File: config.mk
export PLATFORM = sky130hd
export DESIGN_NAME = muldiv_sequencer
export DESIGN_NICKNAME = d
export VERILOG_FILES = /design/src/rtl/muldiv_sequencer.sv
export SDC_FILE = /design/constraint.sdc
export NUM_CORES = 1
export LEC_CHECK = 0
export ABC_CLOCK_PERIOD_IN_PS = 2700
export CAP_MARGIN = 20
export CORE_MARGIN = 10
export CORE_UTILIZATION = 40
export CTS_BUF_LIST = sky130_fd_sc_hd__clkbuf_4 sky130_fd_sc_hd__clkbuf_8 sky130_fd_sc_hd__clkbuf_16
export CTS_CLUSTER_SIZE = 14
export DETAILED_ROUTE_END_ITERATION = 8
export PLACE_DENSITY = 0.71
export SYNTH_ARGS = -nofsm -noshare
export SYNTH_HDL_FRONTEND = slang
export SYNTH_SLANG_ARGS = --single-unit
File: constraint.sdc
create_clock -name clk -period 2.7 [get_ports clk]
set_input_delay 0.675 -clock clk [delete_from_list [all_inputs] [get_ports clk]]
set_output_delay 0.675 -clock clk [all_outputs]
set_load 0.01 [all_outputs]
File: src/rtl/muldiv_sequencer.sv
// muldiv_sequencer: multi-cycle MUL / DIVU / REMU controller.
// Borrows the Execute-stage ALU for one add or subtract per iteration.
// Only shifts and a single 33-bit compare are computed locally.
// All iteration state lives in *_q flops. The *_d next values are computed in
// one always_comb block.
module muldiv_sequencer #(
    parameter int XLEN = 32,
    parameter int ITER = 32
) (
    input  logic            clk,
    input  logic            reset,
    input  logic            start,
    input  logic [1:0]      op,
    input  logic [XLEN-1:0] opA,
    input  logic [XLEN-1:0] opB,
    input  logic            flush,
    output logic            busy,
    output logic            done,
    output logic [XLEN-1:0] result,
    output logic [XLEN-1:0] AluSrcA,
    output logic [XLEN-1:0] AluSrcB,
    output logic [2:0]      AluControl,
    input  logic [XLEN-1:0] AluResult
);

    typedef enum logic [1:0] {
        IDLE = 2'd0,
        RUN  = 2'd1,
        DONE = 2'd2
    } state_t;

    localparam logic [1:0] OP_MUL  = 2'b00;
    localparam logic [1:0] OP_DIVU = 2'b01;
    localparam logic [1:0] OP_REMU = 2'b10;
    localparam logic [1:0] OP_RSVD = 2'b11;

    localparam logic [2:0] ALU_ADD = 3'b000;
    localparam logic [2:0] ALU_SUB = 3'b001;

    localparam logic [5:0] LAST_CNT = 6'(ITER - 1);

    state_t          state_q, state_d;
    logic [XLEN-1:0] acc_q, acc_d;         // MUL accumulator / division remainder
    logic [XLEN-1:0] mcand_q, mcand_d;     // MUL multiplicand, shifted left
    logic [XLEN-1:0] mq_q, mq_d;           // MUL multiplier / division quotient
    logic [XLEN-1:0] divisor_q, divisor_d;
    logic [5:0]      cnt_q, cnt_d;
    logic [1:0]      op_q, op_d;
    logic [XLEN-1:0] result_q, result_d;

    logic [XLEN:0]   rs;                   // {rem, quot msb}: partial remainder shifted in
    logic            rs_ge;
    logic            is_div;

    assign is_div = (op_q == OP_DIVU) || (op_q == OP_REMU);
    assign rs     = {acc_q, mq_q[XLEN-1]};
    assign rs_ge  = rs >= {1'b0, divisor_q};

    // Next-state, datapath and ALU drive for one iteration.
    always_comb begin
        state_d    = state_q;
        acc_d      = acc_q;
        mcand_d    = mcand_q;
        mq_d       = mq_q;
        divisor_d  = divisor_q;
        cnt_d      = cnt_q;
        op_d       = op_q;
        result_d   = result_q;
        AluSrcA    = '0;
        AluSrcB    = '0;
        AluControl = ALU_ADD;

        case (state_q)
            IDLE: begin
                // Flush wins over start: a start in the same cycle is dropped.
                if (!flush && start) begin
                    op_d      = op;
                    cnt_d     = '0;
                    acc_d     = '0;
                    mcand_d   = opA;
                    divisor_d = opB;
                    mq_d      = (op == OP_MUL) ? opB : opA;
                    if (op == OP_RSVD) begin
                        result_d = '0;
                        state_d  = DONE;
                    end else if (op != OP_MUL && opB == '0) begin
                        // Divide by zero follows the RISC-V convention.
                        result_d = (op == OP_DIVU) ? '1 : opA;
                        state_d  = DONE;
                    end else begin
                        state_d  = RUN;
                    end
                end
            end

            RUN: begin
                if (is_div) begin
                    // Restoring step. The subtract is only kept when rs >= divisor.
                    AluControl = ALU_SUB;
                    AluSrcA    = rs[XLEN-1:0];
                    AluSrcB    = divisor_q;
                    acc_d      = rs_ge ? AluResult : rs[XLEN-1:0];
                    mq_d       = {mq_q[XLEN-2:0], rs_ge};
                end else begin
                    // Shift-add step. Add zero when the multiplier bit is clear.
                    AluControl = ALU_ADD;
                    AluSrcA    = acc_q;
                    AluSrcB    = mq_q[0] ? mcand_q : '0;
                    acc_d      = AluResult;
                    mcand_d    = mcand_q << 1;
                    mq_d       = mq_q >> 1;
                end
                cnt_d = cnt_q + 6'd1;

                if (flush) begin
                    state_d = IDLE;
                end else if (cnt_q == LAST_CNT) begin
                    state_d  = DONE;
                    result_d = (op_q == OP_DIVU) ? mq_d :
                               (op_q == OP_REMU) ? acc_d : acc_d;
                end
            end

            DONE: begin
                state_d = IDLE;
            end

            default: begin
                state_d = IDLE;
            end
        endcase
    end

    // State register. Reset takes priority over everything else.
    always_ff @(posedge clk) begin
        if (reset) begin
            state_q   <= IDLE;
            acc_q     <= '0;
            mcand_q   <= '0;
            mq_q      <= '0;
            divisor_q <= '0;
            cnt_q     <= '0;
            op_q      <= '0;
            result_q  <= '0;
        end else begin
            state_q   <= state_d;
            acc_q     <= acc_d;
            mcand_q   <= mcand_d;
            mq_q      <= mq_d;
            divisor_q <= divisor_d;
            cnt_q     <= cnt_d;
            op_q      <= op_d;
            result_q  <= result_d;
        end
    end

    assign busy   = (state_q == RUN);
    assign done   = (state_q == DONE);
    assign result = result_q;

endmodule

### After elaboration in Yosys (flattened, before gate mapping)

Cells that the tools add are included.

| storage, ports and cells | value |
|---|---|
| bits in registers | 170 |
| bits in latches | 0 |
| RAM bits | 0 |
| ROM bits | 0 |
| bits of input ports | 102 |
| output and inout bits | 101 |
| memories kept | 0 |

| cells by class | value |
|---|---|
| add/sub/neg operators | 1 |
| multiply operators | 0 |
| div/mod/pow operators | 0 |
| order comparisons | 1 |
| eq/ne operators | 13 |
| shift-type cells | 0 |
| muxes and demuxes | 34 |
| bitwise gates (word level) | 0 |
| reduce and logical (&&, ||, !) cells | 14 |

Operators with widths:

| operator | number |
|---|---|
| 2-to-1 mux 32 bit | 20 |
| case mux 32 bit (2 select lines) | 4 |
| >= comparator 33 x 32 -> 1 bit | 1 |
| logical NOT 32 bit | 1 |
| case mux 6 bit (2 select lines) | 1 |
| 2-to-1 mux 2 bit | 5 |
| adder 6 x 1 -> 6 bit, second input constant | 1 |
| equality test 2 x 1 -> 1 bit, second input constant | 3 |
| equality test 2 bit, second input constant | 3 |
| equality test 6 x 5 -> 1 bit, second input constant | 1 |
| 2-to-1 mux 6 bit | 1 |
| inequality test 2 bit, second input constant | 3 |
| AND reduction 2 bit | 3 |
| AND reduction 5 bit | 1 |
| logical NOT 2 bit | 2 |
| case mux 2 bit (2 select lines) | 1 |
| nonzero test 2 bit | 2 |
| inequality test 3 x 2 -> 1 bit, second input constant | 1 |
| inequality test 3 bit, second input constant | 1 |
| AND reduction 3 bit | 1 |
| logical AND 1 bit | 2 |
| 2-to-1 mux 1 bit | 2 |
| inequality test 2 x 1 -> 1 bit, second input constant | 1 |
| logical NOT 1 bit | 1 |
| logical OR 1 bit | 1 |

### Depth between registers and ports, before layout

Gate-level depths: netlist of run 1.

| logic depth | value |
|---|---|
| depth after elaboration | 7 |
| mapped depth | 12 |

### Worst setup path after synthesis of run 1

No wires, ideal clock.

| timing path | value |
|---|---|
| path kind | flip-flop to output port |
| start point | reg op_q[1] |
| end point | out AluSrcA[10] |
| arrival time | 1,911 ps |
| data required time | 2,025 ps |
| path slack | 114 ps |
| stages on the path, launching flop included | 8 |
| path through | dfxtp_1 inv_1 ha_1 buf_2 buf_2 buf_1 mux2i_1 nor2_1 |

| between the ends | value |
|---|---|
| word-level cells in the longest chain between the ends | 4 |
| elaborated cells between the ends (all ways) | 5 |
| classes of those cells | 2 x eq/ne; 2 x mux; 1 x reduce/logical |

Ends and longest elaborated chain:

| item | RTL line | RTL |
|---|---|---|
| start: declaration | 48 | `logic [1:0] op_q, op_d;` |
| start signal: assignment | 152 | `op_q <= op_d;` |
| equality test 2 x 1 -> 1 bit or equality test 2 bit (tied branches) | n/a |  |
| logical OR 1 bit * | 55 | `assign is_div = (op_q == OP_DIVU) \|\| (op_q == OP_REMU);` |
| 2-to-1 mux 32 bit * | 97 | `if (is_div) begin` |
| 2-to-1 mux 32 bit * | 73 | `case (state_q)` |
| end: declaration | 20 | `output logic [XLEN-1:0] AluSrcA,` |

Mark *: on every way between the ends. The rest lies on a longest branch, timed or not.

### Worst setup path in the final report of run 1

| timing path | value |
|---|---|
| start point | reg op_q[1] |
| end point | out AluSrcA[2] |

Same word-level chain as after synthesis.

==> impl_results.md, run 1 <==
- Reg clk slew, reported paths: 0.08 ns
- Final WL: 40100 um
- Post-Layout Cell Count: 1846
- Final Setup Violations: 5
- Fin. max-slew vios: 0
- Final Net Count: 1644
- Count leader, synth: nand2_1
- Sequential Area: 3420 um2
- Num CTS Buffers: 17
- R2R depth: 11
- Worst setup SP type: register
- CTS root buffer: clkbuf_16
- Initial antenna violation count: 2
- Post-synthesis async set-or-reset flop share: 0
- Placed instance count: 1790
- Drt wl/cell: 21.7 um
- Arrival time worst endpoint: 2.07 ns
- Power, Total: 7.30 mW
- Worst Max-Slew Pin Slew: 0.991 ns
- CTS HTree Levels: 4
- Dpl hpwl: 27900 um
- Gpl congestion: 0.949
- Fillers: 2129
- CP Max Fanout: 9
- Post-route cell area: roughly 14000 um2
- Unique masters post-synth: 54
- Share of cells above drive strength 1: 0.200
- Drt pass-1 iters: 6
- Hold Buf Count CTS: 0
- Setup slack after layout: -0.0470 ns
- Initial Utilization: 0.404
- Port bufs: 200
- Mean Syn Cell Area: 7.93 um2
- Antenna Nets Post-Route: 0
- Post-synth EDFFs: 0
- Post-synth top area cell: dfxtp_1
- Hold Crit Class: register to register
- DRT iter0 DRCs: between 1000 and 1500
- Yosys top cell area share: 0.348
- Status: complete, but fails checks
- DR vias: 10900
- Clk Latency, worst-skew pair: 0.45 ns
- Largest cells by area after synthesis: dfxtp_1 35%, mux2i_1 13%, nand2_1 6.7%
- Max-Slew Margin vs Limit: 0.339
- Setup WS pre-CTS: -0.467 ns
- Fin. Hold Viols: 0
- Max Cap Viol: 0
- Ports: 203
- Most common flop cell mapped by yosys: dfxtp_1
- CP Data Required Time: 2.03 ns
- Peak VDD IR: 0.357 mV
- RSZ-0062 raised after global routing: yes
- Clock sinks: 170
- Highest clock rate: approximately 360 MHz
- FF+latch count, synth: 170
- Overall routing resource usage: 0.243
- Clock skew: 0.0148 ns
- Die X: 176 um
- CTS tree: built
- DR DRC count: 0
- DP Area: 13000 um2
- PD cells: 518 nW/um2
- Seq/Total Area, Yosys: 0.348
- Multi-input combinational cell area: 6060 um2
- Worst setup EP type: output port
- Area grow syn2layout: 44.4%
- Most common library cells after synthesis: 174 x nand2_1, 170 x dfxtp_1, 123 x mux2i_1
- Yosys warns: 0
- Die Area: 31100 um2
- Core footprint: 24200 um2
- Mapped cell area: 9770 um2
- Failing checks: setup timing
- Post-route minimum period: 2.75 ns
- Largest net degree at the start of global routing: 85
- Clock buffer depth: 2
- Vias in the first global route: 10600
- GR Overflow Total: 0
- DIE HEIGHT: 176 um
- First-pass GRT wire length: 60400 um
- Leakage: 6.30 nW
- Fin crit share: 1.02
- Row count: 57
- Vias per cell: 5.91
- Hold Path Depth: 2
- Setup Crit Path Kind: register to output port
- Gate Count Post-Synth: 1232
## cell usage in the layout (no fill, tap or decap), types with 4 or more instances in the layout
cell and count:
a22o_4 7, a22o_1 25, a31oi_1 32, nand2_1 173
nand4_1 7, a311oi_1 31, buf_12 17, nor4_1 5
buf_6 8, mux2i_1 114, a21o_1 6, a21oi_1 82
nor2_1 105, dlymetal6s2s_1 4, o22ai_1 30, buf_8 4
buf_2 30, o21ai_0 72, clkbuf_16 21, mux2i_2 7
dlygate4sd2_1 21, inv_8 6, ha_1 31, o211a_1 30
o21ai_1 30, clkdlybuf4s15_2 5, dfxtp_1 160, inv_6 4
buf_16 4, nand3_1 68, buf_4 134, dfxtp_2 10
inv_1 33, clkdlybuf4s50_1 133
## flip-flops by register name, summed over array words and instances, names as in the netlist
name / count
mcand_q: 32
result: 32
cnt_q: 6
acc_q: 32
mq_q: 32
state_q: 2
op_q: 2
divisor_q: 32
## worst paths after layout
check	from	to	slack, ns
worst max-delay path	op_q[1]	AluSrcA[2]	-0.05
worst min-delay path	divisor_q[5]	divisor_q[5]	0.49
worst max register to register	acc_q[20]	result[0]	0.06
worst min register to register	divisor_q[5]	divisor_q[5]	0.49
## critical path, stage by stage (launching register included)
cell and delay [ns]:
dfxtp_2 0.34, inv_2 0.05, ha_4 0.31, buf_4 0.16
buf_16 0.15, mux2i_4 0.27, nor2_1 0.06, dlygate4sd2_1 0.30
## power by group
part | leakage [nW] | switching, mW | internal (mW)
clock | 0.286 | 1.23 | 1.26
sequential | 1.39 | 0.141 | 2.67
combinational | 4.62 | 1.07 | 0.932
## cells by family after synthesis
logic type	after synthesis	share of synthesized area
and+or+nand+nor	389	0.169
AOI/OAI and AO/OA	366	0.245
DFF	170	0.348
buffers and inverters	147	0.0647
muxes	125	0.129
adders and majority gates	34	0.0436
other	1	0.000384
## cell type report
| type | count | share of cell area |
|---|---|---|
| Clock inverter | 14 | 0.0102 |
| Tap cell | 324 | 0.0287 |
| Inverter | 37 | 0.0101 |
| Clock buffer | 18 | 0.0311 |
| Timing Repair Buffer | 366 | 0.248 |
| Antenna cell | 1 | 0.000177 |
| Multi-Input combinational cell | 916 | 0.430 |
| Sequential cell | 170 | 0.242 |
## layer usage
metal  up-vias  GRT usage  routed length [um]
met4         2      0.101                1520
met5         -          0                   8
met1      5184      0.304               16300
met3        89     0.0568                3760
li1       5020          -                   -
met2       613      0.393               18600
## stage by stage
stage          setup TNS (ns)  hold WS [ns]   util
2_1_floorplan               0         0.436      -
3_3_place_gp           -13.11         0.447  0.538
3_5_place_dp           -15.41         0.459  0.538
4_1_cts                 -2.61         0.463  0.570
5_1_grt                 -1.58         0.500  0.583
6_report               -0.133         0.487  0.583
## repair_timing
item                                    in CTS  in global routing
buffers inserted                             7                  9
gates cloned                                 4                  4
endpoints found under the setup margin     129                115
pin swaps                                    8                 23
resized for setup                          205                 58
No activity file was read; power rests on OpenSTA's default activity.
==> run 2: changes to the inputs <==
--- a/config.mk
+++ b/config.mk
@@ -5,7 +5,7 @@
 export SDC_FILE = /design/constraint.sdc
 export NUM_CORES = 1
 export LEC_CHECK = 0
-export ABC_CLOCK_PERIOD_IN_PS = 2700
+export ABC_CLOCK_PERIOD_IN_PS = 2800
 export CAP_MARGIN = 20
 export CORE_MARGIN = 10
 export CORE_UTILIZATION = 40
==> constraint.sdc (replaced) <==
create_clock -name clk -period 2.8 [get_ports clk]
set_input_delay 0.7 -clock clk [delete_from_list [all_inputs] [get_ports clk]]
set_output_delay 0.7 -clock clk [all_outputs]
set_load 0.01 [all_outputs]
==> run 2 against run 1 <==
- the run still ends with setup timing left
- core utilization decreased by 1.9 points
- via count decreased by 2.1%
- first-iteration DRC count increased by 9.7%
- cell area decreased by 3.2%
- sequential power decreased by 4%
- critical path depth decreased by 1
- setup slack got worse by 0.11 ns
- routed wire length decreased by 1.2%
- combinational power decreased by 9%
- worst hold slack got worse by 0.029 ns
- count of clock-buffer cells in the layout unchanged
- critical path type unchanged
- largest power group unchanged
==> impl_results.md, run 2 (synthesis gave the netlist of run 1 again) <==
- Comb pwr share: 0.264 (-0.010)
- Power, Total: 6.90 mW (-5.5%)
- Port bufs: 200 (unchanged)
- Die X: 176 um (unchanged)
- Gpl congestion: 0.909 (-4.2%)
- Hold Buf Count CTS: 0 (unchanged)
- Power Internal: 4.66 mW (-4.4%)
- Clock buffer depth: 2 (unchanged)
- R2R depth: 12 (+1)
- Setup slack after layout: -0.157 ns (-0.110 ns)
- Clk Latency, worst-skew pair: 0.45 ns (about the same)
- Final WL: 39700 um (-1.2%)
- Max Cap Viol: 0 (unchanged)
- Arrival time worst endpoint: 2.26 ns (+0.19 ns)
- R2R setup slack: 0.04 ns (-0.02 ns)
- Most frequent cells in the layout: 173 x nand2_1, 162 x dfxtp_1, 140 x clkdlybuf4s50_1, 118 x mux2i_1
- RSZ-0062 raised after global routing: yes
- FF-to-FF Start: divisor_q[19]
- CP Data Required Time: 2.10 ns (+0.07 ns)
- Crit path from: op_q[1]
- Fin. max-slew vios: 0 (unchanged)
- Reg power frac: 0.393 (+0.008)
- Initial antenna violation count: 2 (unchanged)
- Vias per cell: 5.89 (-0.29%)
- Fin crit share: 1.06
- Clock skew: 0.0160 ns (+0.00120 ns)
- Antenna Nets Post-Route: 0 (unchanged)
- Peak VDD IR: 0.385 mV (+7.9%)
- Final Net Count: 1612 (-1.9%)
- Clock sinks: 170 (unchanged)
- First-pass GRT wire length: 58400 um (-3.3%)
- Fillers: 2132 (+0.14%)
- Largest net degree at the start of global routing: 55 (-35%)
- Failing checks: setup timing
- DP Area: 12800 um2 (-1.4%)
- Num CTS Buffers: 17 (unchanged)
- Initial Utilization: 0.404 (unchanged)
- Commonest non-fill, non-tap cell in the layout: nand2_1
- Hold Crit Class: register to register
- Setup WS pre-CTS: -0.423 ns (+0.0436 ns)
- Clock group share of total power: 0.343 (+0.002)
- Highest clock rate: 338 MHz
- Multi-input combinational cell area: 5940 um2 (-2.0%)
- NetSw: 2.25 mW (-7.7%)
- Setup Crit Path Kind: register to output port
- Final core occ: 0.565 (-0.0189)
- Worst setup SP type: register
- Reg clk slew, reported paths: 0.07 ns (about the same)
- DIE HEIGHT: 176 um (unchanged)
- Post-route cell area: 13600 um2 (-3.2%)
- CTS tree: built
- DR DRC count: 0 (unchanged)
- Row count: 57 (unchanged)
- CTS root buffer: clkbuf_16
- CTS HTree Levels: 4 (unchanged)
- Setup TNS: -0.407 ns (-0.275 ns)
- Final hold slack: 0.458 ns (-0.0294 ns)
- Post-Layout Cell Count: 1813 (-1.8%)
- Drt wl/cell: 21.9 um (+0.65%)
- PD cells: 506 nW/um2 (-2.3%)
- Area grow syn2layout: 39.7%
- Critical Path Sink: AluSrcA[2]
- Sw frac: 0.326 (-0.00787)
- Vias in the first global route: 10100 (-4.3%)
- Post-route minimum period: ~3 ns
- Ports: 203 (unchanged)
- DRT iter0 DRCs: 1329 (+9.7%)
- Worst Max-Slew Pin Slew: 0.831 ns (-0.160 ns)
- Share of cells above drive strength 1: 0.166 (-0.0340)
- N_diodes: 0 (-1)
- Die Area: 31100 um2 (unchanged)
- Leakage: 6.07 nW (-3.7%)
- Hold Path Depth: 2 (unchanged)
- Status: complete, but fails checks
- Drt pass-1 iters: 5 (-1)
- Fin. Hold Viols: 0 (unchanged)
- Core footprint: 24200 um2 (unchanged)
- Sequential Area: 3410 um2 (about the same)
- Overall routing resource usage: 0.235 (-0.00806)
- Placed instance count: 1767 (-1.3%)
- R2R Path End: result[0]
- Final Setup Violations: 11 (+6)
- CP Max Fanout: 11 (+2)
- GR Overflow Total: 0 (unchanged)
- Max-Slew Margin vs Limit: 0.445 (+0.106)
- DR vias: 10700 (-2.1%)
- Worst setup EP type: output port
- Dpl hpwl: 27800 um (-0.35%)
## run 2: cell types whose count changed in the layout (fill, tap and decap cells not counted), moves of 5 or more
cell / previous run / this run
a22o_1: 25 / 31
buf_4: 134 / 105
clkdlybuf4s50_1: 133 / 140
buf_2: 30 / 1
clkbuf_2: 1 / 32
a22o_4: 7 / 1
clkdlybuf4s15_2: 5 / 0
## run 2: critical path, cell delays in order, from the launching register on
cell             delay, ns
dfxtp_2               0.33
inv_1                 0.06
ha_4                  0.34
buf_6                 0.21
mux2i_2               0.30
nor2_1                0.06
clkdlybuf4s50_1       0.51
## run 2: cell type report
class | count | share of cell area
clock buffers | 18 | 0.0317
multi-input cells | 916 | 0.435
well taps | 324 | 0.0297
repair buffers | 334 | 0.233
inverters | 37 | 0.0102
clock inverters | 14 | 0.0103
flip-flops and latches | 170 | 0.250
## run 2: worst min-delay path by stage
| stage | startpoint | endpoint | slack [ns] |
|---|---|---|---|
| 3_3_place_gp | op_q[1] | op_q[1] | 0.45 |
| 5_1_grt | op_q[1] | op_q[1] | 0.48 |
| 3_5_place_dp | op_q[1] | op_q[1] | 0.45 |
| 6_report | op_q[1] | op_q[1] | 0.46 |
| 4_1_cts | op_q[1] | op_q[1] | 0.46 |
| 2_1_floorplan | op_q[1] | op_q[1] | 0.44 |
## run 2: routing by layer
| metal | GRT usage | share of wire | up-vias |
|---|---|---|---|
| li1 | - | - | 4942 |
| met1 | 0.303 | 0.42 | 5071 |
| met2 | 0.392 | 0.47 | 574 |
| met3 | 0.0429 | 0.082 | 91 |
| met4 | 0.0668 | 0.025 | 4 |
| met5 | 0 | 0.00055 | - |
## run 2: repair_timing
item,in CTS,in global routing
resized for setup,63,110
buffers inserted,0,6
endpoints found under the setup margin,109,106
pin swaps,0,11
gates cloned,1,7
## run 2: power by group through the flow
stage | combinational [mW] | sequential [mW] | clock [mW]
after floorplan | 0.923 | 2.74 | 0
after global placement | 1.61 | 2.76 | 0
after detailed placement | 1.64 | 2.76 | 0
after CTS | 1.66 | 2.71 | 2.36
after global routing | 1.94 | 2.73 | 2.46
final | 1.82 | 2.71 | 2.37
